--- src/rtl/traffic_pkg.sv ---
// Shared types for the traffic-light front end: controller states and path encodings.
package traffic_pkg;

  typedef enum logic [1:0] {
    IDLE = 2'd0,
    ARM  = 2'd1,
    RUN  = 2'd2,
    HALT = 2'd3
  } state_t;

  localparam logic PATH_CAR  = 1'b0;
  localparam logic PATH_WALK = 1'b1;

  // The sequencer is enabled, and the status LED lit, in both RUN and HALT.
  function automatic logic is_active(state_t s);
    return (s == RUN) || (s == HALT);
  endfunction

endpackage

--- src/rtl/traffic_if.sv ---
// Board-facing bundle: raw buttons in, step clock and sequencer controls out.
interface traffic_if;

  logic btn_start;
  logic btn_path;
  logic tick_clk;
  logic start;
  logic path_index;
  logic running;

  modport master (
    output btn_start, btn_path,
    input  tick_clk, start, path_index, running
  );

  modport slave (
    input  btn_start, btn_path,
    output tick_clk, start, path_index, running
  );

endinterface

--- src/rtl/btn_debounce.sv ---
// Two-flop synchroniser plus stability counter; emits a one-cycle pulse on an accepted press.
module btn_debounce #(
  parameter int DEB_CYCLES = 2_000_000
) (
  input  logic clk,
  input  logic rst,
  input  logic btn_in,
  output logic level,
  output logic press
);

  localparam int CW = (DEB_CYCLES > 1) ? $clog2(DEB_CYCLES) : 1;

  logic          sync_a;
  logic          sync_b;
  logic [CW-1:0] cnt;

  // The counter only runs while the synchronised input disagrees with the accepted level,
  // so any bounce back to the old level restarts the qualification window.
  always_ff @(posedge clk or posedge rst) begin
    if (rst) begin
      sync_a <= 1'b0;
      sync_b <= 1'b0;
      cnt    <= '0;
      level  <= 1'b0;
      press  <= 1'b0;
    end else begin
      sync_a <= btn_in;
      sync_b <= sync_a;
      press  <= 1'b0;
      if (sync_b == level) begin
        cnt <= '0;
      end else if (cnt == CW'(DEB_CYCLES - 1)) begin
        cnt   <= '0;
        level <= sync_b;
        press <= sync_b;
      end else begin
        cnt <= cnt + 1'b1;
      end
    end
  end

endmodule

--- src/rtl/traffic_ctrl.sv ---
// Traffic-light front end: debounces the buttons, divides the board clock to the step rate and
// moves start/path_index only in the cycle after a step-clock rising edge.
module traffic_ctrl
  import traffic_pkg::*;
#(
  parameter int CLK_HZ     = 100_000_000,
  parameter int TICK_HZ    = 1,
  parameter int DEB_CYCLES = 2_000_000
) (
  input  logic clk,
  input  logic rst,
  traffic_if.slave bus
);

  localparam int HALF = CLK_HZ / (2 * TICK_HZ);
  localparam int DW   = (HALF > 1) ? $clog2(HALF) : 1;

  logic [DW-1:0] div_cnt;
  logic          tick_q;
  logic          tick_rise;

  logic          start_level;
  logic          start_press;
  logic          path_level;
  logic          path_press;
  logic          unused_levels;

  state_t        state;
  state_t        next_state;
  logic          active_q;
  logic          path_q;
  logic          path_pend;
  logic          path_window;
  logic          apply_path;

  btn_debounce #(.DEB_CYCLES(DEB_CYCLES)) u_deb_start (
    .clk    (clk),
    .rst    (rst),
    .btn_in (bus.btn_start),
    .level  (start_level),
    .press  (start_press)
  );

  btn_debounce #(.DEB_CYCLES(DEB_CYCLES)) u_deb_path (
    .clk    (clk),
    .rst    (rst),
    .btn_in (bus.btn_path),
    .level  (path_level),
    .press  (path_press)
  );

  assign unused_levels = start_level ^ path_level;

  // tick_rise is registered alongside the toggle, so it is high exactly while tick_clk is in
  // its first high cycle and the FSM reacts on the edge after the step-clock rise.
  always_ff @(posedge clk or posedge rst) begin
    if (rst) begin
      div_cnt   <= '0;
      tick_q    <= 1'b0;
      tick_rise <= 1'b0;
    end else begin
      tick_rise <= 1'b0;
      if (div_cnt == DW'(HALF - 1)) begin
        div_cnt   <= '0;
        tick_q    <= ~tick_q;
        tick_rise <= ~tick_q;
      end else begin
        div_cnt <= div_cnt + 1'b1;
      end
    end
  end

  assign path_window = (state == IDLE) || (state == ARM);
  assign apply_path  = path_window && tick_rise && path_pend;

  always_comb begin
    next_state = state;
    unique case (state)
      IDLE: if (start_press) next_state = ARM;
      ARM:  if (tick_rise && !path_pend) next_state = RUN;
      RUN:  if (start_press) next_state = HALT;
      HALT: if (tick_rise) next_state = IDLE;
      default: next_state = IDLE;
    endcase
  end

  // A path press that coincides with a tick_rise stays pending for the following step edge.
  always_ff @(posedge clk or posedge rst) begin
    if (rst) begin
      state     <= IDLE;
      active_q  <= 1'b0;
      path_q    <= PATH_CAR;
      path_pend <= 1'b0;
    end else begin
      state     <= next_state;
      active_q  <= is_active(next_state);
      path_pend <= path_window ? ((path_pend && !tick_rise) || path_press) : 1'b0;
      if (apply_path) begin
        path_q <= (path_q == PATH_CAR) ? PATH_WALK : PATH_CAR;
      end
    end
  end

  assign bus.tick_clk   = tick_q;
  assign bus.start      = active_q;
  assign bus.running    = active_q;
  assign bus.path_index = path_q;

endmodule

--- src/flat_wrapper.sv ---
// flat-port wrapper written by rule: the top's interface ports become plain ports
module traffic_ctrl_flat import traffic_pkg::*;
#(
  parameter int CLK_HZ     = 100_000_000,
  parameter int TICK_HZ    = 1,
  parameter int DEB_CYCLES = 2_000_000
)
  (clk, rst, bus_btn_start, bus_btn_path, bus_tick_clk, bus_start, bus_path_index, bus_running);
  traffic_if bus_i ();
  input  logic clk;
  input  logic rst;
  input wire logic [$bits(bus_i.btn_start)-1:0] bus_btn_start;
  input wire logic [$bits(bus_i.btn_path)-1:0] bus_btn_path;
  output wire logic [$bits(bus_i.tick_clk)-1:0] bus_tick_clk;
  output wire logic [$bits(bus_i.start)-1:0] bus_start;
  output wire logic [$bits(bus_i.path_index)-1:0] bus_path_index;
  output wire logic [$bits(bus_i.running)-1:0] bus_running;
  assign bus_i.btn_start = bus_btn_start;
  assign bus_i.btn_path = bus_btn_path;
  assign bus_tick_clk = bus_i.tick_clk;
  assign bus_start = bus_i.start;
  assign bus_path_index = bus_i.path_index;
  assign bus_running = bus_i.running;
  traffic_ctrl #(.CLK_HZ(CLK_HZ), .TICK_HZ(TICK_HZ), .DEB_CYCLES(DEB_CYCLES)) u_core (.clk(clk), .rst(rst), .bus(bus_i));
endmodule
--- config.mk ---
export PLATFORM = sky130hd
export DESIGN_NAME = traffic_ctrl_flat
export DESIGN_NICKNAME = d
export VERILOG_FILES = /design/src/rtl/traffic_pkg.sv /design/src/rtl/traffic_if.sv /design/src/rtl/btn_debounce.sv /design/src/rtl/traffic_ctrl.sv /design/src/flat_wrapper.sv
export SDC_FILE = /design/constraint.sdc
export NUM_CORES = 1
export LEC_CHECK = 0
export CAP_MARGIN = 15
export CORE_MARGIN = 5
export CORE_UTILIZATION = 65
export CTS_BUF_LIST = sky130_fd_sc_hd__clkbuf_4
export DETAILED_ROUTE_END_ITERATION = 16
export PLACE_DENSITY_LB_ADDON = 0.15
export SLEW_MARGIN = 5
export SYNTH_ARGS = -nofsm -noshare
export SYNTH_HDL_FRONTEND = slang
export SYNTH_SLANG_ARGS = --single-unit
--- constraint.sdc ---
create_clock -name clk -period 4.95 [get_ports clk]
set_input_delay 0.7425 -clock clk [delete_from_list [all_inputs] [get_ports clk]]
set_output_delay 0.7425 -clock clk [all_outputs]
set_load 0.03 [all_outputs]
* Yosys cells after proc, flatten, opt, wreduce, memory -nomap -nowiden
Cells that the tools add are included.
** Operators by class
- Add/subtract/negate cells :: 3
- Equality and inequality tests :: 10
- Mux-type cells :: 17
- Bitwise operators :: 3
- Reduce and logical (&&, ||, !) cells :: 12
** Operators with widths (count)
- $mux W21 :: 4
- $add A21 B1 Y21 const B :: 2
- $eq A21 B21 Y1 const B :: 2
- $add A26 B1 Y26 const B :: 1
- $eq A26 B26 Y1 const B :: 1
- $mux W26 :: 1
- $eq A2 B2 Y1 const B :: 4
- $mux W2 :: 4
- $pmux W2 S4 :: 1
- $mux W1 :: 7
- $logic_and A1 B1 Y1 :: 4
- $reduce_and A2 Y1 :: 2
- $logic_or A1 B1 Y1 :: 3
- $not A1 Y1 :: 3
- $eq A1 B1 Y1 :: 2
- $eq A2 B1 Y1 const B :: 1
- $logic_not A1 Y1 :: 2
- $logic_not A2 Y1 :: 1
** Word-level totals
- Register bits after elaboration :: 83
- Bits of input ports :: 4
- Output and inout port bits :: 4
- Logic and storage cells :: 62

* Longest topological paths before layout
- Depth after elaboration :: 6
- Mapped depth :: 8
- Mapped depth without buffers :: 6

* By module
A second synthesis with hierarchy kept.
** Second synthesis, totals
- Cells, all modules :: 382
- Area total of the unflattened synthesis :: 4055.1 µm²
** Modules (own cells, without submodules)
- btn_debounce :: instances 2, cells each 119, area an instance 1257.5 µm², sequential area each 625.6 µm²
- traffic_ctrl :: instances 1, cells each 144, area an instance 1540.2 µm², sequential area each 800.8 µm²

* Least setup slack after synthesis
Ideal clock, no wire load.
- Path type :: register to register
- Start :: register u_core.div_cnt[0]
- End :: register u_core.div_cnt[22]
- Setup time :: 127 ps
- Arrival :: 1538 ps
- Data required time :: 4823 ps
- Path slack :: 3286 ps
- Stages on the path, launching flop included :: 7
- Buffers on the path :: 0
- Period minus slack after synthesis :: 1664 ps
- Cell sequence :: dfrtp_1 ha_1 and3_1 nand3_1 or4_1 nand3_1 o21ai_0
** Between the ends
- Longest elaborated chain between the ends :: 2
- Elaborated cells between the ends (all ways) :: 3
- Those cells by class :: add/sub: 1; eq/ne: 1; mux: 1
** RTL lines
- from (decl) :: line traffic_ctrl.sv:18 : logic [DW-1:0] div_cnt;
- from (signal assigned) :: line traffic_ctrl.sv:68 : div_cnt <= div_cnt + 1'b1;
- $add A26 B1 Y26 / $eq A26 B26 Y1 (equally long branches) :: line traffic_ctrl.sv:68, traffic_ctrl.sv:63
- $mux W26 (*) :: line traffic_ctrl.sv:63 : if (div_cnt == DW'(HALF - 1)) begin
Mark *: on every way between the ends. The rest lies on a longest branch, timed or not.
A chain may end at the register's enable or synchronous reset.

* Worst setup path after layout
- Start :: register u_core.tick_q (netlist: u_core.bus.tick_clk)
- End :: output port bus_tick_clk
** RTL lines
- from (decl) :: line traffic_ctrl.sv:19 : logic tick_q;
- from (signal assigned) :: line traffic_ctrl.sv:65 : tick_q <= ~tick_q;
- to (decl) :: line flat_wrapper.sv:14 : output wire logic [$bits(bus_i.tick_clk)-1:0] bus_tick_clk;
No word-level cell between the ends.

==> flow_summary.json <==
{
  "final_nets": 391,
  "max-clock-path-buffers": 2,
  "timing.fmax_ghz": 0.445,
  "totalWireLength_mm": 6.62,
  "p_int_uw": 946,
  "via_per_inst": 5.70,
  "comb_power_share_pct": 2.5,
  "power.leakage_uw": 0.00185,
  "drv_cap": 0,
  "dr.pass1.iters": 4,
  "synth_cell_types": 36,
  "rows": 28,
  "slew_headroom_pct": 44.3,
  "cp.required_ns": 4.21,
  "wire_per_inst_um": 14.3,
  "skew_ns": 0.00778,
  "gp_congestion": 0.802,
  "crit_path_end_kind": "primary output",
  "syn_inst": 371,
  "yosys-top-cells-area": "dfrtp_1 54%, xor2_1 8.0%, nor2_1 7.0%",
  "pwr-share-seq_pct": 57.4,
  "irDropWorstVdd_v": 0.000263,
  "switching_share_pct": 21.2,
  "cpPeakStageDelay_ns": 0.68,
  "p_sw_uw": 255,
  "setup_viol": 0,
  "cp.arrival_ns": 1.51,
  "yosysWarnings": 0,
  "grtUsageTotal_pct": 20.3,
  "grt_overflow": 0,
  "cts_sinks": 83,
  "fin_ws_ns": 2.70,
  "die_w_um": 86.7,
  "final_common_cell": "dfrtp_1",
  "cp_num_buf_inv": 1,
  "die_area_mm2": 0.00752,
  "area_delta_synth_final_pct": 8.54,
  "fp.dieH_um": 86.7,
  "clock_latency_ns": 0.41,
  "synth_largest_area_cell": "dfrtp_1",
  "hold_viol": 0,
  "critPathTopFamily": "buffers and inverters",
  "final_cell_mix": "83 x dfrtp_1, 71 x nor2_1, 35 x xor2_1",
  "cp-start-kind": "flip-flop",
  "outcome": "completed",
  "ant_nets": 0,
  "tightest_slew_ns": 0.835,
  "post_cts_buffers": 0,
  "diodes": 0,
  "synth_top_area_share_pct": 54.3,
  "hp-class": "reg -> reg",
  "layout-drive-gt1-share_pct": 7.46,
  "synth_area_mm2": 0.00382,
  "slew_violations": 0,
  "p_clk_share_pct": 40.1,
  "grt_max_degree": 52,
  "hold_buffers": 0,
  "cts-resized-gates": 0,
  "cts_tree": "built",
  "slowest_stage": "clkdlybuf4s50_1",
  "stdcell_area_mm2": 0.00415,
  "layout_min_cycle_time_ns": 2.25,
  "ys_seq_elements": 83,
  "drc": 0,
  "grt_pass1_vias": 2624,
  "avgSynthCellArea_um2": 10.3,
  "rsz0062_at_grt": "no",
  "final.period_utilization_pct": 45.4,
  "ys_seq_area_share_pct": 54.3,
  "syn-num-nets": 378,
  "grt_first_pass_wirelength_mm": 12.0,
  "port_buffers": 7,
  "vias": 2644,
  "power.density_mw_per_mm2": 289,
  "cts_buffers": 9,
  "crit_chain": "clkdlybuf4s50_1",
  "setup_tns_ns": 0,
  "r2r_setup_slack_ns": 3.00,
  "postPlaceCellArea_mm2": 0.00396,
  "cts.clk_slew.worst_paths_ns": 0.13,
  "crit_path_max_fanout": 3,
  "initial_core_util_pct": 65.7,
  "dp_hpwl_mm": 4.66,
  "dp_slack_ns": 2.74,
  "fp.coreArea_mm2": 0.00582,
  "cts-root-buf": "clkbuf_4",
  "ioPinCount": 8,
  "drt-initial-drc-count": 152,
  "ctsHtreeMaxLevel": 3,
  "antenna_found_initial": 0,
  "path_class": "reg -> out",
  "final_util_pct": 71.4
}
[cell type report]
cell class	instances	area, µm²
multi-input combinational	271	1670
fill	437	1670
timing repair buffer	9	85.1
clock inverter	7	115
tap	75	93.8
sequential	83	2080
inverter	10	38.8
clock buffer	9	67.6
[through the flow]
| stage | std cells | hold slack [ns] | power [µW] |
|---|---|---|---|
| after global routing | 464 | 0.383 | 1250 |
| after CTS | 463 | 0.364 | 1210 |
| after floorplan | 371 | 0.331 | 724 |
| final | 464 | 0.362 | 1200 |
| after global placement | 447 | 0.337 | 733 |
| after detailed placement | 447 | 0.336 | 734 |
[final timing paths]
path / start / to / depth (start not counted)
min reg2reg: u_core.u_deb_path.sync_a / u_core.u_deb_path.sync_b / 0
max in group asynchronous: rst / u_core.u_deb_path.cnt[2] / 3
min: u_core.u_deb_path.sync_a / u_core.u_deb_path.sync_b / 0
max reg2reg: u_core.u_deb_path.cnt[13] / u_core.u_deb_path.cnt[11] / 5
min in group asynchronous: rst / u_core.u_deb_path.cnt[13] / 2
max: u_core.bus.tick_clk / bus_tick_clk / 1
[power by group through the flow]
stage | Sequential [µW] | Combinational (µW) | Clock [µW]
3_3_place_gp | 702 | 30.7 | 0
6_report | 689 | 29.8 | 482
3_5_place_dp | 702 | 31.4 | 0
5_1_grt | 691 | 36.2 | 528
4_1_cts | 689 | 31.4 | 492
2_1_floorplan | 701 | 23.0 | 0
[routing by layer]
metal / vias up / share of wire (%) / global-route usage [%]
met3: 13 / 4.1 / 3.61
li1: 1285 / - / -
met5: - / 0 / 0
met2: 61 / 50 / 32.9
met4: 0 / 1.6 / 8.50
met1: 1285 / 45 / 27.0
[sequential cells by signal (all words and copies together) (netlist names), 2 cells and up]
signal,count
u_core.div_cnt,26
u_core.u_deb_path.cnt,21
u_core.u_deb_start.cnt,21
u_core.state,2
[kinds of logic after synthesis]
group | share of synthesized area [%]
adder cells (fa/ha/maj) | 0.982
XOR/XNOR | 14.2
flip-flops | 54.3
buffers and inverters | 1.93
AND/OR/NAND/NOR | 26.4
AO/OA/AOI/OAI | 0.818
multiplexers | 1.37
[Yosys cell counts, drive strengths merged]
cell type / n
ha: 3
nor4b: 2
nand2: 26
o21ai: 1
xor2: 35
and3: 9
a21oi: 1
inv: 10
a31oi: 1
nor3b: 1
and4: 4
buf: 6
nand2b: 2
and3b: 1
and4b: 1
nand4b: 1
clkbuf: 1
dfrtp: 83
nor2: 71
mux2: 2
or3: 1
nand4: 21
or2: 3
nor4: 9
or4: 1
nor4bb: 1
nor3: 9
a21o: 2
nor2b: 2
xnor2: 27
mux2i: 3
nand3: 31
Note: power is estimated with default switching activity, not from simulation.
